`src/rtl/rgb111_pixel_serialiser_pkg.sv`:
```
// Shared constants, shifter state encoding and pixel extraction helper
// for the RGB111 pixel serialiser.
package rgb111_pixel_serialiser_pkg;

    localparam int PIX_W        = 3;
    localparam int PIX_PER_WORD = 5;
    localparam int WORD_W       = 16;
    // Bit 15 of an input word carries no pixel, so only 15 bits are stored.
    localparam int DATA_W       = PIX_W * PIX_PER_WORD;
    localparam int IDX_W        = 3;

    typedef enum logic {
        ST_EMPTY  = 1'b0,
        ST_ACTIVE = 1'b1
    } state_t;

    function automatic logic [PIX_W-1:0] get_pixel(input logic [DATA_W-1:0] word,
                                                   input logic [IDX_W-1:0]  idx);
        logic [PIX_W-1:0] pix;
        case (idx)
            3'd0:    pix = word[2:0];
            3'd1:    pix = word[5:3];
            3'd2:    pix = word[8:6];
            3'd3:    pix = word[11:9];
            default: pix = word[14:12];
        endcase
        return pix;
    endfunction

endpackage

```
`src/rtl/sync_fifo.sv`:
```
// Single-clock FIFO with wrapping pointers and an occupancy counter.
// Pushes while full and pops while empty are ignored.
module sync_fifo #(
    parameter int WIDTH = 16,
    parameter int DEPTH = 4
) (
    input  logic                     clk,
    input  logic                     rst,
    input  logic                     push,
    input  logic                     pop,
    input  logic [WIDTH-1:0]         din,
    output logic [WIDTH-1:0]         dout,
    output logic                     full,
    output logic                     empty,
    output logic [$clog2(DEPTH):0]   count
);

    localparam int AW = $clog2(DEPTH);
    localparam int CW = AW + 1;

    logic [WIDTH-1:0] mem [DEPTH];
    logic [AW-1:0]    wr_ptr;
    logic [AW-1:0]    rd_ptr;
    logic             do_push;
    logic             do_pop;

    assign full    = (count == CW'(DEPTH));
    assign empty   = (count == '0);
    assign do_push = push & ~full;
    assign do_pop  = pop & ~empty;
    assign dout    = mem[rd_ptr];

    // DEPTH is a power of two, so the pointers wrap by plain overflow.
    always_ff @(posedge clk) begin
        if (rst) begin
            wr_ptr <= '0;
            rd_ptr <= '0;
            count  <= '0;
        end else begin
            if (do_push) wr_ptr <= wr_ptr + 1'b1;
            if (do_pop)  rd_ptr <= rd_ptr + 1'b1;
            case ({do_push, do_pop})
                2'b10:   count <= count + 1'b1;
                2'b01:   count <= count - 1'b1;
                default: count <= count;
            endcase
        end
    end

    always_ff @(posedge clk) begin
        if (do_push) mem[wr_ptr] <= din;
    end

endmodule

```
`src/rtl/rgb111_pixel_serialiser.sv`:
```
// Buffers 16-bit words of five packed RGB111 pixels and emits one pixel per
// pix_en strobe, with line_start resynchronisation and a sticky underrun flag.
module rgb111_pixel_serialiser #(
    parameter int FIFO_DEPTH   = 4,
    parameter int PIX_PER_WORD = 5
) (
    input  logic        clk,
    input  logic        rst,
    input  logic [15:0] in_word,
    input  logic        in_valid,
    output logic        in_ready,
    input  logic        pix_en,
    input  logic        line_start,
    input  logic        clear_underrun,
    output logic [2:0]  rgb_111,
    output logic        pix_valid,
    output logic        underrun
);

    import rgb111_pixel_serialiser_pkg::*;

    logic [DATA_W-1:0]           head;
    logic [DATA_W-1:0]           cur_word;
    logic [DATA_W-1:0]           word_n;
    logic                        fifo_full;
    logic                        fifo_empty;
    logic [$clog2(FIFO_DEPTH):0] fifo_count;
    logic                        push;
    logic                        pop;
    state_t                      state;
    state_t                      state_n;
    logic [IDX_W-1:0]            idx;
    logic [IDX_W-1:0]            idx_n;
    logic [PIX_W-1:0]            pix_n;
    logic                        valid_n;
    logic                        starve;
    logic                        unused_bits;

    // Readiness looks only at stored occupancy, never at in_valid.
    assign in_ready    = ~rst & ~fifo_full;
    assign push        = in_valid & in_ready;
    assign unused_bits = ^{in_word[15], fifo_count};

    sync_fifo #(
        .WIDTH (DATA_W),
        .DEPTH (FIFO_DEPTH)
    ) u_fifo (
        .clk   (clk),
        .rst   (rst),
        .push  (push),
        .pop   (pop),
        .din   (in_word[DATA_W-1:0]),
        .dout  (head),
        .full  (fifo_full),
        .empty (fifo_empty),
        .count (fifo_count)
    );

    // line_start overrides the shifter; EMPTY loads regardless of pix_en.
    always_comb begin
        pop     = 1'b0;
        state_n = state;
        idx_n   = idx;
        word_n  = cur_word;
        pix_n   = '0;
        valid_n = 1'b0;
        starve  = 1'b0;
        if (line_start) begin
            idx_n = '0;
            if (!fifo_empty) begin
                pop     = 1'b1;
                state_n = ST_ACTIVE;
                word_n  = head;
                if (pix_en) begin
                    pix_n   = get_pixel(head, '0);
                    valid_n = 1'b1;
                    idx_n   = 3'd1;
                end
            end else begin
                state_n = ST_EMPTY;
                starve  = pix_en;
            end
        end else if (state == ST_EMPTY) begin
            starve = pix_en;
            if (!fifo_empty) begin
                pop     = 1'b1;
                state_n = ST_ACTIVE;
                word_n  = head;
                idx_n   = '0;
            end
        end else if (pix_en) begin
            pix_n   = get_pixel(cur_word, idx);
            valid_n = 1'b1;
            if (idx == IDX_W'(PIX_PER_WORD - 1)) begin
                idx_n = '0;
                if (!fifo_empty) begin
                    pop    = 1'b1;
                    word_n = head;
                end else begin
                    state_n = ST_EMPTY;
                end
            end else begin
                idx_n = idx + 1'b1;
            end
        end
    end

    always_ff @(posedge clk) begin
        if (rst) begin
            state     <= ST_EMPTY;
            idx       <= '0;
            cur_word  <= '0;
            rgb_111   <= '0;
            pix_valid <= 1'b0;
            underrun  <= 1'b0;
        end else begin
            state    <= state_n;
            idx      <= idx_n;
            cur_word <= word_n;
            if (pix_en) begin
                rgb_111   <= pix_n;
                pix_valid <= valid_n;
            end
            // A new starvation event beats a simultaneous clear.
            if (starve) begin
                underrun <= 1'b1;
            end else if (clear_underrun) begin
                underrun <= 1'b0;
            end
        end
    end

endmodule

```
`config.mk`:
```
export PLATFORM = sky130hd
export DESIGN_NAME = rgb111_pixel_serialiser
export DESIGN_NICKNAME = d
export VERILOG_FILES = /design/src/rtl/rgb111_pixel_serialiser_pkg.sv /design/src/rtl/sync_fifo.sv /design/src/rtl/rgb111_pixel_serialiser.sv
export SDC_FILE = /design/constraint.sdc
export NUM_CORES = 1
export LEC_CHECK = 0
export BUFFER_PORTS_ARGS = -buffer_cell sky130_fd_sc_hd__buf_2
export CAP_MARGIN = 25
export CORE_MARGIN = 4
export CORE_UTILIZATION = 55
export CTS_CLUSTER_SIZE = 24
export DETAILED_ROUTE_END_ITERATION = 16
export PLACE_DENSITY_LB_ADDON = 0.25
export SLEW_MARGIN = 15
export SYNTH_ARGS = -nofsm -noshare
export SYNTH_HDL_FRONTEND = slang
export SYNTH_SLANG_ARGS = --single-unit
```
`constraint.sdc`:
```
create_clock -name clk -period 2.8 [get_ports clk]
set_input_delay 0.28 -clock clk [delete_from_list [all_inputs] [get_ports clk]]
set_output_delay 0.28 -clock clk [all_outputs]
set_load 0.01 [all_outputs]
```
==> flow_results.xml, run 1 <==
<?xml version="1.0" encoding="UTF-8"?>
<metrics>
  <group name="clocking">
    <metric name="clk_transition_reported_paths" unit="ns">0.09</metric>
    <metric name="h-tree-depth" unit="">3</metric>
    <metric name="tritoncts_clock_tree" unit="">built</metric>
    <metric name="root_cell_of_the_clock_tree" unit="">sky130_fd_sc_hd__clkbuf_8</metric>
    <metric name="cts_hold_buffers" unit="">0</metric>
    <metric name="clock_latency" unit="ns">0.36</metric>
    <metric name="ctsLongestPathBuffers" unit="">2</metric>
    <metric name="numCtsBuffers" unit="">9</metric>
    <metric name="cts_sinks" unit="">93</metric>
    <metric name="post-cts-setup-buffers" unit="">0</metric>
    <metric name="cts.repair.resized" unit="">0</metric>
  </group>
  <group name="place">
    <metric name="gpl.final_weighted_congestion" unit="">0.8178</metric>
    <metric name="preCtsSetupSlack" unit="ns">0.3994</metric>
    <metric name="hpwl" unit="mm">4.204</metric>
    <metric name="placed_cell_area" unit="sq mm">0.003975</metric>
    <metric name="buffer_ports.inserted" unit="">26</metric>
  </group>
  <group name="finish">
    <metric name="filler_cell_count" unit="">508</metric>
    <metric name="final_nets" unit="">332</metric>
    <metric name="antenna_cells" unit="">0</metric>
    <metric name="design_area_final" unit="sq mm">0.004165</metric>
    <metric name="syn2layout_area_growth" unit="%">11.75</metric>
    <metric name="share_of_layout_cells_above_drive_strength_1" unit="">0.2303</metric>
  </group>
  <group name="logic_synthesis">
    <metric name="postSynthNetCount" unit="">296</metric>
    <metric name="synthAdderAreaFrac" unit="">0.03894</metric>
    <metric name="yosysWarningCount" unit="">0</metric>
    <metric name="synth_seq_cells" unit="">93</metric>
    <metric name="sequential_share_of_the_synthesized_area" unit="">0.6606</metric>
    <metric name="yosys.area_share.xor_xnor" unit="">0.01175</metric>
    <metric name="syn_inst" unit="">263</metric>
    <metric name="synth-compound-area-share" unit="">0.07586</metric>
    <metric name="multiplexer_share_of_the_synthesized_area" unit="">0.1017</metric>
    <metric name="synth_top_family_by_area" unit="">multiplexers</metric>
    <metric name="synth_async_sr_flop_share" unit="">0</metric>
    <metric name="syn_area_per_cell" unit="sq um">14.17</metric>
    <metric name="simple_gate_portion_of_the_synthesized_area" unit="">0.08459</metric>
    <metric name="netlist_area" unit="sq mm">0.003727</metric>
    <metric name="yosysUniqueCellTypes" unit="">38</metric>
    <metric name="number_of_synthesized_flops_with_an_enable_pin" unit="">60</metric>
    <metric name="synth_ff_type" unit="">sky130_fd_sc_hd__edfxtp_1</metric>
  </group>
  <group name="grt">
    <metric name="gr-usage-met3" unit="">0.04250</metric>
    <metric name="grt_use_total" unit="">0.1739</metric>
    <metric name="grt_antenna_before_repair" unit="">0</metric>
    <metric name="routing_usage_on_met1" unit="">0.2343</metric>
    <metric name="most_heavily_used_metal_layer_in_global_routing" unit="">met2</metric>
    <metric name="grt_start_max_net_pins" unit="">35</metric>
    <metric name="grt_pass1_vias" unit="">2144</metric>
    <metric name="grt_first_pass_wirelength" unit="mm">10.87</metric>
    <metric name="grt_util_met2" unit="">0.2694</metric>
    <metric name="grt_overflow" unit="">0</metric>
  </group>
  <group name="floorplanning">
    <metric name="chipWidth" unit="microns">90.32</metric>
    <metric name="start_util" unit="">0.5771</metric>
    <metric name="num_io_pins" unit="">28</metric>
    <metric name="core" unit="sq mm">0.006459</metric>
    <metric name="die_area" unit="sq mm">0.008158</metric>
    <metric name="core.rowCount" unit="">29</metric>
    <metric name="die_height" unit="microns">90.32</metric>
  </group>
  <group name="setup_path">
    <metric name="setup.worst_path.start_class" unit="">flip-flop</metric>
    <metric name="timing.critical_path.fanout_max" unit="">7</metric>
    <metric name="crit_path_cell_chain" unit="">inv_1, ha_1, and3_1, o21ai_2, inv_2, ha_1, inv_1, fa_1, xor2_1, or3_1, a21oi_1</metric>
    <metric name="worst-endpoint-required" unit="ns">3.10</metric>
    <metric name="critical_path.max_stage_delay" unit="ns">0.37</metric>
    <metric name="cp.arrival" unit="ns">2.72</metric>
    <metric name="critPathKind" unit="">reg -&gt; reg</metric>
    <metric name="endpoint_class_of_the_critical_path" unit="">flip-flop</metric>
    <metric name="slowest_stage" unit="">sky130_fd_sc_hd__fa_1</metric>
  </group>
  <group name="routing">
    <metric name="routed_wire_length_per_instance" unit="microns">16.72</metric>
    <metric name="routed-via-count" unit="">2145</metric>
    <metric name="antenna_violating_nets_post_route" unit="">0</metric>
    <metric name="first_pass_iters" unit="">4</metric>
    <metric name="detail_route.iter0.violations" unit="">153</metric>
    <metric name="routed_wire_length" unit="mm">6.370</metric>
    <metric name="routed_via_density" unit="">5.630</metric>
    <metric name="drc" unit="">0</metric>
  </group>
  <group name="sta">
    <metric name="finalClockSkew" unit="ns">0.007901</metric>
    <metric name="summed_negative_setup_slack_over_all_endpoints" unit="ns">0</metric>
    <metric name="grt_setup_unrepaired" unit="">no</metric>
    <metric name="timing.max_slew.rel_slack" unit="">0.5795</metric>
    <metric name="max_freq" unit="MHz">412.7</metric>
    <metric name="total_of_endpoints_with_negative_setup_slack_in_the_final_report" unit="">0</metric>
    <metric name="worstMarginPinSlew" unit="ns">0.6299</metric>
    <metric name="post-route-period-util" unit="">0.8654</metric>
    <metric name="post-route-min-period" unit="ns">2.423</metric>
    <metric name="post-route-worst-setup-slack" unit="ns">0.3769</metric>
    <metric name="final_max_slew_viol_count" unit="">0</metric>
    <metric name="final_hold_viol_count" unit="">0</metric>
  </group>
  <group name="hold_path">
    <metric name="timing.hold.worst.class" unit="">in -&gt; reg</metric>
  </group>
  <group name="run_status">
    <metric name="outcome" unit="">finished clean</metric>
  </group>
  <group name="power">
    <metric name="power.ir.vdd_worst" unit="uV">465.6</metric>
    <metric name="total_leakage_power" unit="nW">1.475</metric>
    <metric name="pwr_density_cell" unit="mW/mm^2">870.7</metric>
  </group>
  <group name="run">
    <metric name="drv_cap" unit="">0</metric>
  </group>
</metrics>
## through the flow
step | power (W) | hold WS (ns) | cells | utilization
floorplan | 0.002533 | 0.3789 | 263 | -
CTS | 0.003670 | 0.1066 | 381 | 0.6449
detailed placement | 0.002804 | 0.4532 | 365 | 0.6155
global route | 0.003879 | 0.1147 | 381 | 0.6449
finish | 0.003627 | 0.1289 | 381 | 0.6449
global placement | 0.002775 | 0.4452 | 365 | 0.6155
## critical path: cells and delay by family (launching register included)
family	cells	cell delay (ns)
adders and majority gates	3	0.86
AOI/OAI and AO/OA	2	0.21
xor gates and xnor gates	1	0.16
and+or+nand+nor	2	0.54
DFF	1	0.33
buffers and inverters	3	0.25
## path summary, 6_finish.rpt
path | start | to | slack (ns) | cells past startpoint
max | idx[0]$_SDFFE_PP0P_ | u_fifo.count[2]$_SDFFE_PP0P_ | 0.38 | 11
min | in_word[12] | u_fifo.mem[0][12]$_DFFE_PP_ | 0.13 | 1
max reg2reg | idx[0]$_SDFFE_PP0P_ | u_fifo.count[2]$_SDFFE_PP0P_ | 0.38 | 11
min reg2reg | cur_word[0]$_SDFFE_PP0P_ | cur_word[0]$_SDFFE_PP0P_ | 0.46 | 2
## synthesized netlist by cell type, drive strengths merged, types with 4 or more instances
cell | n | area [sq um]
nor2 | 12 | 45.04
inv | 12 | 45.04
o21ai | 5 | 28.78
nor2b | 4 | 25.02
nand2 | 37 | 138.9
dfxtp | 33 | 660.6
buf | 6 | 35.03
mux4 | 15 | 337.8
ha | 10 | 125.1
edfxtp | 60 | 1802
a21oi | 24 | 131.4
and2 | 4 | 25.02
clkbuf | 5 | 18.77
## layout by cell type, fill, tap and decap left out, drive strengths merged, types with 2 or more instances in the layout
master  instances
inv            13
a311oi          2
edfxtp         60
or3             2
ha             10
xnor2           2
a222oi          3
o21ai           5
nand3           2
clkbuf         11
nor2           12
a211oi          2
mux4           15
nand2b          2
clkinv          2
xor2            3
nor2b           4
buf            36
o22ai           3
dfxtp          33
and3            2
nand2          37
a21oi          24
and2            4
mux2i           3
## cell type report
cell class / count / area, sq um / area share
well taps: 77 / 96.34 / 0.02313
flip-flops and latches: 93 / 2462 / 0.5912
clock inverters: 5 / 58.81 / 0.01412
clock buffers: 11 / 131.4 / 0.03154
inverters: 12 / 45.04 / 0.01081
repair buffers: 36 / 205.2 / 0.04926
multi-input cells: 147 / 1166 / 0.2800
## registers in the layout, indices dropped and copies added, names as in the netlist, named ones only
name           cells
u_fifo.wr_ptr      2
u_fifo.mem        60
u_fifo.rd_ptr      2
idx                3
rgb_111            3
pix_valid          1
underrun           1
u_fifo.count       3
cur_word          15
state              1
## kinds of logic after synthesis
logic type,after synthesis
DFF,93
and+or+nand+nor,69
AOI/OAI and AO/OA,43
buffers and inverters,23
muxes,19
adders and majority gates,11
xor gates and xnor gates,5
## routing by layer
layer,wire length [microns],part of all wire
met1,2961,0.46
met2,2938,0.46
met3,385,0.060
met5,0,0
met4,85,0.013
## where the power goes
group	internal, W	leakage, nW	switching (W)
logic	0.000445	0.568	0.000527
clock network	0.000415	0.0916	0.000447
registers	0.00165	0.815	0.000142
total	0.00251	1.47	0.00112
(Power assumes the default switching activity.)
==> run 2, diff against run 1 <==
--- a/config.mk
+++ b/config.mk
@@ -11,7 +11,9 @@
 export CORE_UTILIZATION = 55
 export CTS_CLUSTER_SIZE = 24
 export DETAILED_ROUTE_END_ITERATION = 16
+export GPL_TIMING_DRIVEN = 0
 export PLACE_DENSITY_LB_ADDON = 0.25
+export RECOVER_POWER = 50
 export SLEW_MARGIN = 15
 export SYNTH_ARGS = -nofsm -noshare
 export SYNTH_HDL_FRONTEND = slang
==> constraint.sdc (replaced) <==
create_clock -name clk -period 2.86 [get_ports clk]
set_input_delay 0.286 -clock clk [delete_from_list [all_inputs] [get_ports clk]]
set_output_delay 0.286 -clock clk [all_outputs]
set_load 0.01 [all_outputs]
==> flow_results.xml, run 2 (synthesized netlist as in run 1, its figures left out) <==
<?xml version="1.0" encoding="UTF-8"?>
<metrics>
  <group name="run_status">
    <metric name="outcome" unit="">finished clean</metric>
  </group>
  <group name="clocking">
    <metric name="clk_transition_reported_paths" unit="ns">0.09</metric>
    <metric name="ctsLongestPathBuffers" unit="">2</metric>
    <metric name="post-cts-setup-buffers" unit="">0</metric>
    <metric name="h-tree-depth" unit="">3</metric>
    <metric name="clock_latency" unit="ns">0.35</metric>
    <metric name="tritoncts_clock_tree" unit="">built</metric>
    <metric name="cts_sinks" unit="">93</metric>
    <metric name="root_cell_of_the_clock_tree" unit="">sky130_fd_sc_hd__clkbuf_8</metric>
    <metric name="numCtsBuffers" unit="">9</metric>
  </group>
  <group name="routing">
    <metric name="routed_wire_length" unit="mm">6.439</metric>
    <metric name="detail_route.iter0.violations" unit="">186</metric>
    <metric name="drc" unit="">0</metric>
    <metric name="first_pass_iters" unit="">9</metric>
    <metric name="routed_wire_length_per_instance" unit="microns">16.94</metric>
    <metric name="routed-via-count" unit="">2151</metric>
    <metric name="routed_via_density" unit="">5.661</metric>
    <metric name="antenna_violating_nets_post_route" unit="">0</metric>
  </group>
  <group name="grt">
    <metric name="grt_antenna_before_repair" unit="">0</metric>
    <metric name="grt_first_pass_wirelength" unit="mm">10.99</metric>
    <metric name="grt_pass1_vias" unit="">2201</metric>
    <metric name="grt_start_max_net_pins" unit="">17</metric>
    <metric name="grt_overflow" unit="">0</metric>
    <metric name="grt_use_total" unit="">0.1727</metric>
  </group>
  <group name="floorplanning">
    <metric name="die_area" unit="sq mm">0.008158</metric>
    <metric name="num_io_pins" unit="">28</metric>
    <metric name="core.rowCount" unit="">29</metric>
    <metric name="die_height" unit="microns">90.32</metric>
    <metric name="chipWidth" unit="microns">90.32</metric>
    <metric name="core" unit="sq mm">0.006459</metric>
    <metric name="start_util" unit="">0.5771</metric>
  </group>
  <group name="setup_path">
    <metric name="path_delay_family" unit="">adder cells</metric>
    <metric name="path_depth" unit="">11</metric>
    <metric name="critPathKind" unit="">reg -&gt; reg</metric>
    <metric name="critical_path.max_stage_delay" unit="ns">0.37</metric>
    <metric name="cp.arrival" unit="ns">2.92</metric>
    <metric name="endpoint_class_of_the_critical_path" unit="">flip-flop</metric>
    <metric name="cpMostUsedCell" unit="">sky130_fd_sc_hd__inv_1</metric>
    <metric name="crit_path_cell_chain" unit="">inv_1, ha_2, and3_1, o21ai_2, inv_4, ha_1, inv_1, fa_1, xor2_1, or3_1, a21oi_1</metric>
    <metric name="critical_path.n_buffers_inverters" unit="">3</metric>
    <metric name="setup.worst_path.start_class" unit="">flip-flop</metric>
    <metric name="ff2ff_setup_slack" unit="ns">0.22</metric>
    <metric name="path_depth_of_the_worst_reg2reg_path" unit="">11</metric>
    <metric name="startpoint" unit="">idx[0]$_SDFFE_PP0P_</metric>
    <metric name="r2r_end" unit="">u_fifo.count[2]$_SDFFE_PP0P_</metric>
    <metric name="critical_path.endpoint" unit="">u_fifo.count[2]$_SDFFE_PP0P_</metric>
    <metric name="timing.critical_path.fanout_max" unit="">17</metric>
    <metric name="slowest_stage" unit="">sky130_fd_sc_hd__fa_1</metric>
    <metric name="critical_path.reg2reg.startpoint" unit="">idx[0]$_SDFFE_PP0P_</metric>
    <metric name="worst-endpoint-required" unit="ns">3.14</metric>
  </group>
  <group name="run">
    <metric name="drv_cap" unit="">0</metric>
  </group>
  <group name="sta">
    <metric name="max_freq" unit="MHz">378.9</metric>
    <metric name="post-route-worst-setup-slack" unit="ns">0.2207</metric>
    <metric name="total_of_endpoints_with_negative_setup_slack_in_the_final_report" unit="">0</metric>
    <metric name="post-route-min-period" unit="ns">2.639</metric>
    <metric name="timing.max_slew.rel_slack" unit="">0.4479</metric>
    <metric name="final_hold_viol_count" unit="">0</metric>
    <metric name="grt_setup_unrepaired" unit="">no</metric>
    <metric name="worstMarginPinSlew" unit="ns">0.8282</metric>
    <metric name="post-route-period-util" unit="">0.9228</metric>
    <metric name="finalClockSkew" unit="ns">0.01029</metric>
    <metric name="final_max_slew_viol_count" unit="">0</metric>
  </group>
  <group name="finish">
    <metric name="antenna_cells" unit="">0</metric>
    <metric name="syn2layout_area_growth" unit="%">10.71</metric>
    <metric name="layout_top_registers" unit="">u_fifo.mem (60), cur_word (15)</metric>
    <metric name="registers.top_by_ff_count" unit="">u_fifo.mem</metric>
    <metric name="layout_common_cells" unit="">sky130_fd_sc_hd__edfxtp_1, sky130_fd_sc_hd__nand2_1, sky130_fd_sc_hd__dfxtp_1</metric>
    <metric name="share_of_layout_cells_above_drive_strength_1" unit="">0.1419</metric>
    <metric name="final_nets" unit="">331</metric>
    <metric name="layout.core_utilization" unit="">0.6389</metric>
    <metric name="final_common_cell" unit="">sky130_fd_sc_hd__edfxtp_1</metric>
    <metric name="largest_register_ffs" unit="">60</metric>
  </group>
  <group name="place">
    <metric name="gpl.final_weighted_congestion" unit="">0.8363</metric>
    <metric name="preCtsSetupSlack" unit="ns">-0.0008313</metric>
    <metric name="hpwl" unit="mm">4.420</metric>
    <metric name="buffer_ports.inserted" unit="">25</metric>
  </group>
  <group name="hold_path">
    <metric name="timing.hold.worst.class" unit="">in -&gt; reg</metric>
  </group>
  <group name="power">
    <metric name="power.ir.vdd_worst" unit="uV">434.5</metric>
    <metric name="pwr_density_cell" unit="mW/mm^2">877.9</metric>
    <metric name="total_leakage_power" unit="nW">1.393</metric>
  </group>
</metrics>
-- run 2: cell count changes in the layout (fill, tap and decap cells not counted), sizes merged --
cell | before | now
inv | 13 | 14
bufinv | 1 | 2
buf | 36 | 8
clkinv | 2 | 1
clkbuf | 11 | 37
-- run 2: layer usage --
metal  up-vias  part of all wire  track usage
met3        10             0.038      0.03583
met5         -                 0            0
met1      1059              0.48       0.2377
li1       1036                 -            -
met2        46              0.46       0.2707
met4         0             0.017      0.06888
-- run 2: worst min path at each step --
stage                        startpoint                     endpoint  slack [ns]  depth (start not counted)
2_1_floorplan                in_word[0]   u_fifo.mem[0][0]$_DFFE_PP_        0.38                          0
3_3_place_gp   cur_word[5]$_SDFFE_PP0P_     cur_word[5]$_SDFFE_PP0P_        0.45                          2
3_5_place_dp   cur_word[5]$_SDFFE_PP0P_     cur_word[5]$_SDFFE_PP0P_        0.45                          2
4_1_cts                      in_word[6]   u_fifo.mem[3][6]$_DFFE_PP_        0.14                          1
5_1_grt                     in_word[12]  u_fifo.mem[3][12]$_DFFE_PP_        0.19                          1
6_report                     in_word[3]   u_fifo.mem[2][3]$_DFFE_PP_        0.19                          1
-- run 2: repair_timing --
action                                  in CTS  in global routing
resized for setup                            1                  2
endpoints found under the setup margin       1                  1
hold buffers                                 0                  0
-- run 2: stage by stage --
step	total power (W)	setup TNS (ns)	hold WS, ns	area (sq um)	instances
after CTS	0.003668	0	0.1377	4173	381
final	0.003623	0	0.1933	4126	380
after global routing	0.003844	0	0.1893	4126	380
after global placement	0.002695	-0.002023	0.4473	3949	365
after floorplan	0.002480	0	0.3849	3727	263
after detailed placement	0.002722	-0.0008313	0.4483	3949	365
-- run 2: area by class of cell --
| cell class | instances | area (sq um) |
|---|---|---|
| plain buffers | 10 | 47.55 |
| clock buffers | 10 | 127.6 |
| clock inverters | 6 | 93.84 |
| fillers | 495 | 2332 |
| inverters | 12 | 47.55 |
| multi-input cells | 147 | 1152 |
| flip-flops and latches | 93 | 2462 |
| well taps | 77 | 96.34 |
| repair buffers | 25 | 98.84 |
-- run 2: where the power goes --
part	internal (W)	switching [W]	total [W]
Clock	0.000501	0.000455	0.000955
Sequential	0.00162	0.000113	0.00173
Combinational	0.000403	0.000535	0.000938
Total	0.00252	0.00110	0.00362
-- run 2: worst reg2reg max path, cell delays in order, from the launching register on --
cell and delay [ns]:
sky130_fd_sc_hd__dfxtp_1 0.34, sky130_fd_sc_hd__inv_1 0.15, sky130_fd_sc_hd__ha_2 0.28, sky130_fd_sc_hd__and3_1 0.24
sky130_fd_sc_hd__o21ai_2 0.14, sky130_fd_sc_hd__inv_4 0.19, sky130_fd_sc_hd__ha_1 0.21, sky130_fd_sc_hd__inv_1 0.06
sky130_fd_sc_hd__fa_1 0.37, sky130_fd_sc_hd__xor2_1 0.16, sky130_fd_sc_hd__or3_1 0.30, sky130_fd_sc_hd__a21oi_1 0.13
